`config.mk`:
```
export PLATFORM = sky130hd
export DESIGN_NAME = snd_player_flat
export DESIGN_NICKNAME = d
export VERILOG_FILES = /design/src/rtl/snd_player_if.sv /design/src/rtl/snd_player.sv /design/src/flat_wrapper.sv
export SDC_FILE = /design/constraint.sdc
export NUM_CORES = 1
export LEC_CHECK = 0
export CORE_MARGIN = 2
export CORE_UTILIZATION = 35
export CTS_CLUSTER_SIZE = 28
export DETAILED_ROUTE_END_ITERATION = 6
export PLACE_DENSITY = 0.49
export SKIP_LAST_GASP = 1
export SYNTH_ARGS = -nofsm -noshare
export SYNTH_HDL_FRONTEND = slang
export SYNTH_SLANG_ARGS = --single-unit
```
`constraint.sdc`:
```
create_clock -name clk -period 3.94 [get_ports clk]
set_input_delay 0.591 -clock clk [delete_from_list [all_inputs] [get_ports clk]]
set_output_delay 0.591 -clock clk [all_outputs]
set_load 0.02 [all_outputs]
```
`src/rtl/snd_player_if.sv`:
```
// ---------------------------------------------------------------------------
// snd_player_if
// Bundles the request/status signals of the note player.
//   sndReq  : enqueue sndCode this cycle (master -> slave)
//   sndCode : 4-bit note code, 0 rest, 1..12 C4..B4, 13..15 rest
//   sndClr  : flush queue and abort the current note
//   sndRdy  : queue not full (slave -> master)
//   sndBsy  : player active or queue non-empty
//   sndOn   : amplifier enable, high while a tone plays
//   sndWav  : square-wave audio
//   sndCur  : code currently playing, 0 outside PLAY
// ---------------------------------------------------------------------------
interface snd_player_if;
  logic       sndReq;
  logic [3:0] sndCode;
  logic       sndClr;
  logic       sndRdy;
  logic       sndBsy;
  logic       sndOn;
  logic       sndWav;
  logic [3:0] sndCur;

  modport master (
    output sndReq, output sndCode, output sndClr,
    input  sndRdy, input  sndBsy,  input  sndOn,
    input  sndWav, input  sndCur
  );

  modport slave (
    input  sndReq, input  sndCode, input  sndClr,
    output sndRdy, output sndBsy,  output sndOn,
    output sndWav, output sndCur
  );
endinterface

```
`src/rtl/snd_player.sv`:
```
// ---------------------------------------------------------------------------
// snd_player
// Queued square-wave note player. Note codes are pushed into a small FIFO;
// an IDLE/LOAD/PLAY(/GAP) sequencer pops one code at a time, plays it for
// NOTE_CYCLES clocks and optionally inserts a silent gap of GAP_CYCLES.
//
// Ports
//   clk    : single clock
//   reset  : synchronous, active-high; beats sndClr and sndReq
//   snd    : snd_player_if.slave (sndReq/sndCode/sndClr in,
//            sndRdy/sndBsy/sndOn/sndWav/sndCur out)
//
// Build option
//   SND_GAP_EN : when defined, every note is followed by a GAP state of
//                GAP_CYCLES silent clocks (GAP_CYCLES must then be >= 1).
//                When undefined there is no GAP state and GAP_CYCLES is
//                ignored.
// ---------------------------------------------------------------------------
module snd_player #(
  parameter int NOTE_CYCLES = 2500000,
  parameter int GAP_CYCLES  = 250000,
  parameter int FIFO_DEPTH  = 8
) (
  input logic         clk,
  input logic         reset,
  snd_player_if.slave snd
);

  localparam int AW = (FIFO_DEPTH > 1) ? $clog2(FIFO_DEPTH) : 1;
  localparam int CW = $clog2(FIFO_DEPTH) + 1;
  localparam logic [CW-1:0] DEPTH_C = CW'(FIFO_DEPTH);

  localparam logic [1:0] S_IDLE = 2'd0;
  localparam logic [1:0] S_LOAD = 2'd1;
  localparam logic [1:0] S_PLAY = 2'd2;
`ifdef SND_GAP_EN
  localparam logic [1:0] S_GAP  = 2'd3;
`endif

  // Half-period reload values for codes 1..12; everything else is a rest.
  function automatic logic [15:0] f_half(input logic [3:0] code);
    logic [15:0] v;
    case (code)
      4'd1:    v = 16'd47778;
      4'd2:    v = 16'd45097;
      4'd3:    v = 16'd42566;
      4'd4:    v = 16'd40177;
      4'd5:    v = 16'd37922;
      4'd6:    v = 16'd35793;
      4'd7:    v = 16'd33784;
      4'd8:    v = 16'd31888;
      4'd9:    v = 16'd30098;
      4'd10:   v = 16'd28409;
      4'd11:   v = 16'd26815;
      4'd12:   v = 16'd25310;
      default: v = 16'd0;
    endcase
    return v;
  endfunction

  function automatic logic f_is_tone(input logic [3:0] code);
    return (code >= 4'd1) && (code <= 4'd12);
  endfunction

  // ---------------------------------------------------------------- FIFO
  logic [3:0]    r_mem [FIFO_DEPTH];
  logic [AW-1:0] r_wr_ptr;
  logic [AW-1:0] r_rd_ptr;
  logic [CW-1:0] r_count;

  // ----------------------------------------------------------- sequencer
  logic [1:0]  r_state;
  logic [3:0]  r_cur;
  logic        r_wav;
  logic [15:0] r_half;
  logic [15:0] r_half_cnt;
  logic [31:0] r_dur_cnt;

  logic        w_rdy;
  logic        w_push;
  logic        w_pop;
  logic        w_queued;
  logic [3:0]  w_head;
  logic [15:0] w_head_half;
  logic        w_head_tone;
  logic        w_cur_tone;
  logic        w_in_play;

`ifndef SND_GAP_EN
  // The gap length has no meaning without the GAP state.
  logic w_unused_gap;
  assign w_unused_gap = (GAP_CYCLES != 0);
`endif

  // Ready comes from the registered count only, so a pop in the same cycle
  // cannot make room for a request made while the queue is full.
  assign w_rdy    = (r_count < DEPTH_C);
  assign w_push   = snd.sndReq && w_rdy && !snd.sndClr && !reset;
  assign w_pop    = (r_state == S_LOAD) && !snd.sndClr;
  assign w_queued = (r_count != '0);

  assign w_head      = r_mem[r_rd_ptr];
  assign w_head_half = f_half(w_head);
  assign w_head_tone = f_is_tone(w_head);
  assign w_cur_tone  = f_is_tone(r_cur);
  assign w_in_play   = (r_state == S_PLAY);

  // Storage array without reset so it can map onto RAM; the head is read
  // into r_cur during LOAD, which acts as the registered read port.
  always_ff @(posedge clk) begin
    if (w_push) begin
      r_mem[r_wr_ptr] <= snd.sndCode;
    end
  end

  always_ff @(posedge clk) begin
    if (reset || snd.sndClr) begin
      r_wr_ptr <= '0;
      r_rd_ptr <= '0;
      r_count  <= '0;
    end else begin
      if (w_push) begin
        r_wr_ptr <= r_wr_ptr + AW'(1);
      end
      if (w_pop) begin
        r_rd_ptr <= r_rd_ptr + AW'(1);
      end
      case ({w_push, w_pop})
        2'b10:   r_count <= r_count + CW'(1);
        2'b01:   r_count <= r_count - CW'(1);
        default: r_count <= r_count;
      endcase
    end
  end

  always_ff @(posedge clk) begin
    if (reset || snd.sndClr) begin
      r_state    <= S_IDLE;
      r_cur      <= 4'd0;
      r_wav      <= 1'b0;
      r_half     <= 16'd0;
      r_half_cnt <= 16'd0;
      r_dur_cnt  <= 32'd0;
    end else begin
      case (r_state)
        S_IDLE: begin
          if (w_queued) begin
            r_state <= S_LOAD;
          end
        end

        S_LOAD: begin
          // Every note starts in phase: wave high for a tone, low for a rest.
          r_cur      <= w_head;
          r_half     <= w_head_half;
          r_half_cnt <= w_head_tone ? (w_head_half - 16'd1) : 16'd0;
          r_wav      <= w_head_tone;
          r_dur_cnt  <= 32'(NOTE_CYCLES - 1);
          r_state    <= S_PLAY;
        end

        S_PLAY: begin
          if (r_dur_cnt == 32'd0) begin
            r_wav <= 1'b0;
            r_cur <= 4'd0;
`ifdef SND_GAP_EN
            r_dur_cnt <= 32'(GAP_CYCLES - 1);
            r_state   <= S_GAP;
`else
            r_state <= w_queued ? S_LOAD : S_IDLE;
`endif
          end else begin
            r_dur_cnt <= r_dur_cnt - 32'd1;
            if (w_cur_tone) begin
              if (r_half_cnt == 16'd0) begin
                r_wav      <= ~r_wav;
                r_half_cnt <= r_half - 16'd1;
              end else begin
                r_half_cnt <= r_half_cnt - 16'd1;
              end
            end
          end
        end

`ifdef SND_GAP_EN
        S_GAP: begin
          if (r_dur_cnt == 32'd0) begin
            r_state <= w_queued ? S_LOAD : S_IDLE;
          end else begin
            r_dur_cnt <= r_dur_cnt - 32'd1;
          end
        end
`endif

        default: r_state <= S_IDLE;
      endcase
    end
  end

  // Outputs are qualified by PLAY so nothing leaks during LOAD or GAP.
  assign snd.sndRdy = w_rdy;
  assign snd.sndBsy = (r_state != S_IDLE) || w_queued;
  assign snd.sndOn  = w_in_play && w_cur_tone;
  assign snd.sndWav = w_in_play && r_wav;
  assign snd.sndCur = w_in_play ? r_cur : 4'd0;

endmodule

```
`src/flat_wrapper.sv`:
```
// flat-port wrapper written by rule: the top's interface ports become plain ports
module snd_player_flat 
#(
  parameter int NOTE_CYCLES = 2500000,
  parameter int GAP_CYCLES  = 250000,
  parameter int FIFO_DEPTH  = 8
)
  (clk, reset, snd_sndReq, snd_sndCode, snd_sndClr, snd_sndRdy, snd_sndBsy, snd_sndOn, snd_sndWav, snd_sndCur);
  snd_player_if snd_i ();
  input logic clk;
  input logic reset;
  input wire logic [$bits(snd_i.sndReq)-1:0] snd_sndReq;
  input wire logic [$bits(snd_i.sndCode)-1:0] snd_sndCode;
  input wire logic [$bits(snd_i.sndClr)-1:0] snd_sndClr;
  output wire logic [$bits(snd_i.sndRdy)-1:0] snd_sndRdy;
  output wire logic [$bits(snd_i.sndBsy)-1:0] snd_sndBsy;
  output wire logic [$bits(snd_i.sndOn)-1:0] snd_sndOn;
  output wire logic [$bits(snd_i.sndWav)-1:0] snd_sndWav;
  output wire logic [$bits(snd_i.sndCur)-1:0] snd_sndCur;
  assign snd_i.sndReq = snd_sndReq;
  assign snd_i.sndCode = snd_sndCode;
  assign snd_i.sndClr = snd_sndClr;
  assign snd_sndRdy = snd_i.sndRdy;
  assign snd_sndBsy = snd_i.sndBsy;
  assign snd_sndOn = snd_i.sndOn;
  assign snd_sndWav = snd_i.sndWav;
  assign snd_sndCur = snd_i.sndCur;
  snd_player #(.NOTE_CYCLES(NOTE_CYCLES), .GAP_CYCLES(GAP_CYCLES), .FIFO_DEPTH(FIFO_DEPTH)) u_core (.clk(clk), .reset(reset), .snd(snd_i));
endmodule
```
==> run_results.csv <==
group,metric,value,unit
timing,setup_viol,0,
pwr,power_frac_seq,41.4,%
setup_path,path_cells,"mux4_2 -> mux2i_1 -> inv_2 -> ha_1 -> mux2i_1 -> nor2_1 -> nor2_1 -> ha_1 -> inv_1 -> a2111oi_2 -> a21oi_1 -> o21ai_0 -> a31oi_1",
global_route,globalRouteTotalUtil,16.7,%
clock_tree,postCtsSetupBuffers,0,
drt,drtIter0Drc,324,
drt,ant_nets,0,
layout,drive_gt1_share,10.7,%
drt,dr.pass1.iters,5,
timing,fin_crit,3.49,ns
synth,yosysUniqueCellTypes,67,
timing,max_freq,286,MHz
setup_path,reg2regPathDepth,13,
setup_path,cp_max_fo,13,
synth,syn_nets,730,
status,status,"finished clean",
global_route,antenna_found_initial,0,
synth,synth.area.mux_share,6.49,%
placement,globalplace.congestion,0.864,
timing,slew-limit-headroom,29.5,%
synth,synth_common_cells,"104 x nor2_1, 84 x dfxtp_1, 55 x a21oi_1",
synth,synth_top_cell_area_share,26.7,%
synth,synthAdderAreaFrac,4.50,%
clock_tree,clk_latency,0.42,ns
timing,fin_setup_tns,0,ns
global_route,grt_max_degree,48,
synth,yosys.area_share.simple,20.9,%
setup_path,regToRegSetupSlack,0.45,ns
synth,synth_top_area_cell,"dfxtp_1",
drt,drc,0,
pwr,powerDensity,414,mW/mm2
timing,worstMarginPinSlew,1.06,ns
pwr,p_switching,839,uW
clock_tree,htree_levels,4,
floorplanning,start_util,35.4,%
layout,fin_nets,744,
floorplanning,die_h,138,um
pwr,clockPowerShare,49.4,%
timing,fin_skew,0.00974,ns
drt,wire_per_inst,16.7,um
synth,yosys_register_bits,116,
synth,synth_warnings,0,
clock_tree,clkSlewWorstSetupHoldPaths,0.06,ns
synth,yosysMostFrequentCell,"nor2_1",
setup_path,crit_type,"reg -> reg",
synth,syn_inst,700,
floorplanning,core,0.0178,mm2
drt,wl,16000,um
timing,slew_violations,0,
floorplanning,num_rows,49,
clock_tree,cts.sinks,116,
floorplanning,io_pins,16,
synth,synth.cell_area,0.00629,mm2
pwr,p_int,2170,uW
synth,yosysSeqAreaShare,42.0,%
pwr,leakage,0.00258,uW
synth,synth_top_family_by_area,"simple AND/OR/NAND/NOR gates",
timing,rsz0062_at_grt,"false",
min_path,hold_path_class,"reg -> reg",
drt,vias_per_cell,5.43,
setup_path,end_kind,"flip-flop",
min_path,holdPathEnd,"u_core.r_wr_ptr[0]",
placement,io_buffers,15,
setup_path,arrival,3.73,ns
pwr,total_power,3010,uW
floorplanning,die_w,138,um
flow_run,cap_violations,0,
synth,ys_async_sr_fraction,0,%
placement,hpwl,11100,um
setup_path,worst_r2r_endpoint,"u_core.r_half_cnt[10]",
min_path,whs_path_depth,2,
drt,vias,5188,
clock_tree,cts_root_buf,"clkbuf_16",
setup_path,cp-start-kind,"flip-flop",
clock_tree,cts_hold_buf,0,
setup_path,slowest_delay,0.51,ns
min_path,hp-start,"u_core.r_wr_ptr[0]",
pwr,vdd_ir_drop_max,341,uV
pwr,switching_share,27.9,%
global_route,grt_pass1_vias,4964,
pwr,pwr-share-comb,9.2,%
timing,hold_violations,0,
clock_tree,numCtsBuffers,17,
global_route,grt_pass1_wl,25700,um
floorplanning,die_area,0.0191,mm2
setup_path,worstPathRequired,4.18,ns
global_route,grt_overflow,0,
layout,synthToLayoutAreaGrowth,15.5,%
clock_tree,cts_tree,"done",
synth,synthFlopType,"dfxtp_1",
synth,synth_area_leaders,"dfxtp_1 27%, edfxtp_1 15%, nor2_1 6.2%",
synth,synth-xor-area-share,5.85,%
clock_tree,clockBufferDepth,2,
timing,timing.final.crit_share,88.6,%
synth,synth_compound_area_share,17.0,%
synth,synth_edf_count,32,
synth,syn_area_per_cell,8.98,um2
layout,diodes,0,
setup_path,cp_slowest_cell,"mux4_2",
-- routing by layer --
layer	global-route usage (%)	up-vias	wire [um]
met3	3.57	23	637
met2	27.1	117	7430
met4	5.96	0	257
li1	-	2576	-
met1	22.1	2472	7650
met5	0	-	0
-- cell families after synthesis --
kind of cell | Yosys count
DFF | 116
adders and majority gates | 22
AOI/OAI and AO/OA | 162
xor gates and xnor gates | 42
muxes | 30
buffers and inverters | 54
and+or+nand+nor | 274
-- sequential cells by signal, indices dropped and copies added, names as in the netlist, named ones only --
signal and cells:
u_core.r_dur_cnt 32, u_core.r_half_cnt 16, u_core.r_wav 1, u_core.r_rd_ptr 3, u_core.r_cur 4, u_core.r_wr_ptr 3, u_core.r_count 4, u_core.r_mem 32
u_core.r_half 16, u_core.r_state 2
-- cell type report --
| class | instances | area, um2 |
|---|---|---|
| clock buffers | 17 | 425 |
| clock inverters | 15 | 133 |
| fillers | 1791 | 10500 |
| inverters | 21 | 78.8 |
| multi-input cells | 530 | 3450 |
| flip-flops and latches | 116 | 2640 |
| well taps | 229 | 287 |
| repair buffers | 28 | 248 |
-- worst max-delay path by stage --
stage / start / to / slack (ns) / depth (start not counted)
2_1_floorplan: flip-flop / u_core.r_half_cnt[12] / 0.43 / 14
3_3_place_gp: flip-flop / u_core.r_half_cnt[10] / 0.46 / 13
3_5_place_dp: flip-flop / u_core.r_half_cnt[10] / 0.36 / 13
4_1_cts: flip-flop / u_core.r_half_cnt[10] / 0.32 / 13
5_1_grt: flip-flop / u_core.r_half_cnt[10] / 0.07 / 13
6_report: flip-flop / u_core.r_half_cnt[10] / 0.45 / 13
-- power groups by stage --
stage	sequential, uW	combinational [uW]	clock, uW
after global routing	1250	306	1560
final	1240	278	1490
after global placement	1270	273	0
after floorplan	1270	201	0
after detailed placement	1270	275	0
after CTS	1240	277	1510
-- timing repair --
item / CTS / global route
setup endpoints to repair: 0 / 1
resized for setup: 0 / 1
endpoints found under the hold margin: 0 / 0
-- critical path, delay by kind of cell, from the launching register on --
family / cells / cell delay (ns)
mux: 3 / 1.02
compound gates: 4 / 0.91
flops: 1 / 0.41
simple gates: 2 / 0.27
fa+ha+maj: 2 / 0.50
buf+inv: 2 / 0.23
-- per-stage QoR --
stage	instance area [um2]	hold slack [ns]	cells	util (%)	worst slack, ns
detailed placement	6700	0.481	924	37.7	0.358
floorplan	6290	0.450	700	-	0.426
global route	7260	0.514	956	40.8	0.0697
finish	7260	0.491	956	40.8	0.449
CTS	7260	0.489	956	40.8	0.320
global placement	6700	0.467	924	37.7	0.458
-- cell usage in the layout (no fill, tap or decap), drive strengths merged, types with 13 or more instances in the layout --
master,instances
xor2,18
edfxtp,32
inv,31
ha,21
nor2,104
a211oi,18
mux2i,19
clkbuf,17
nor3,35
xnor2,24
nand2,50
nor4,19
a21oi,55
clkdlybuf4s50,15
buf,13
dfxtp,84
o21ai,34
Power figures use the tool's default switching activity.
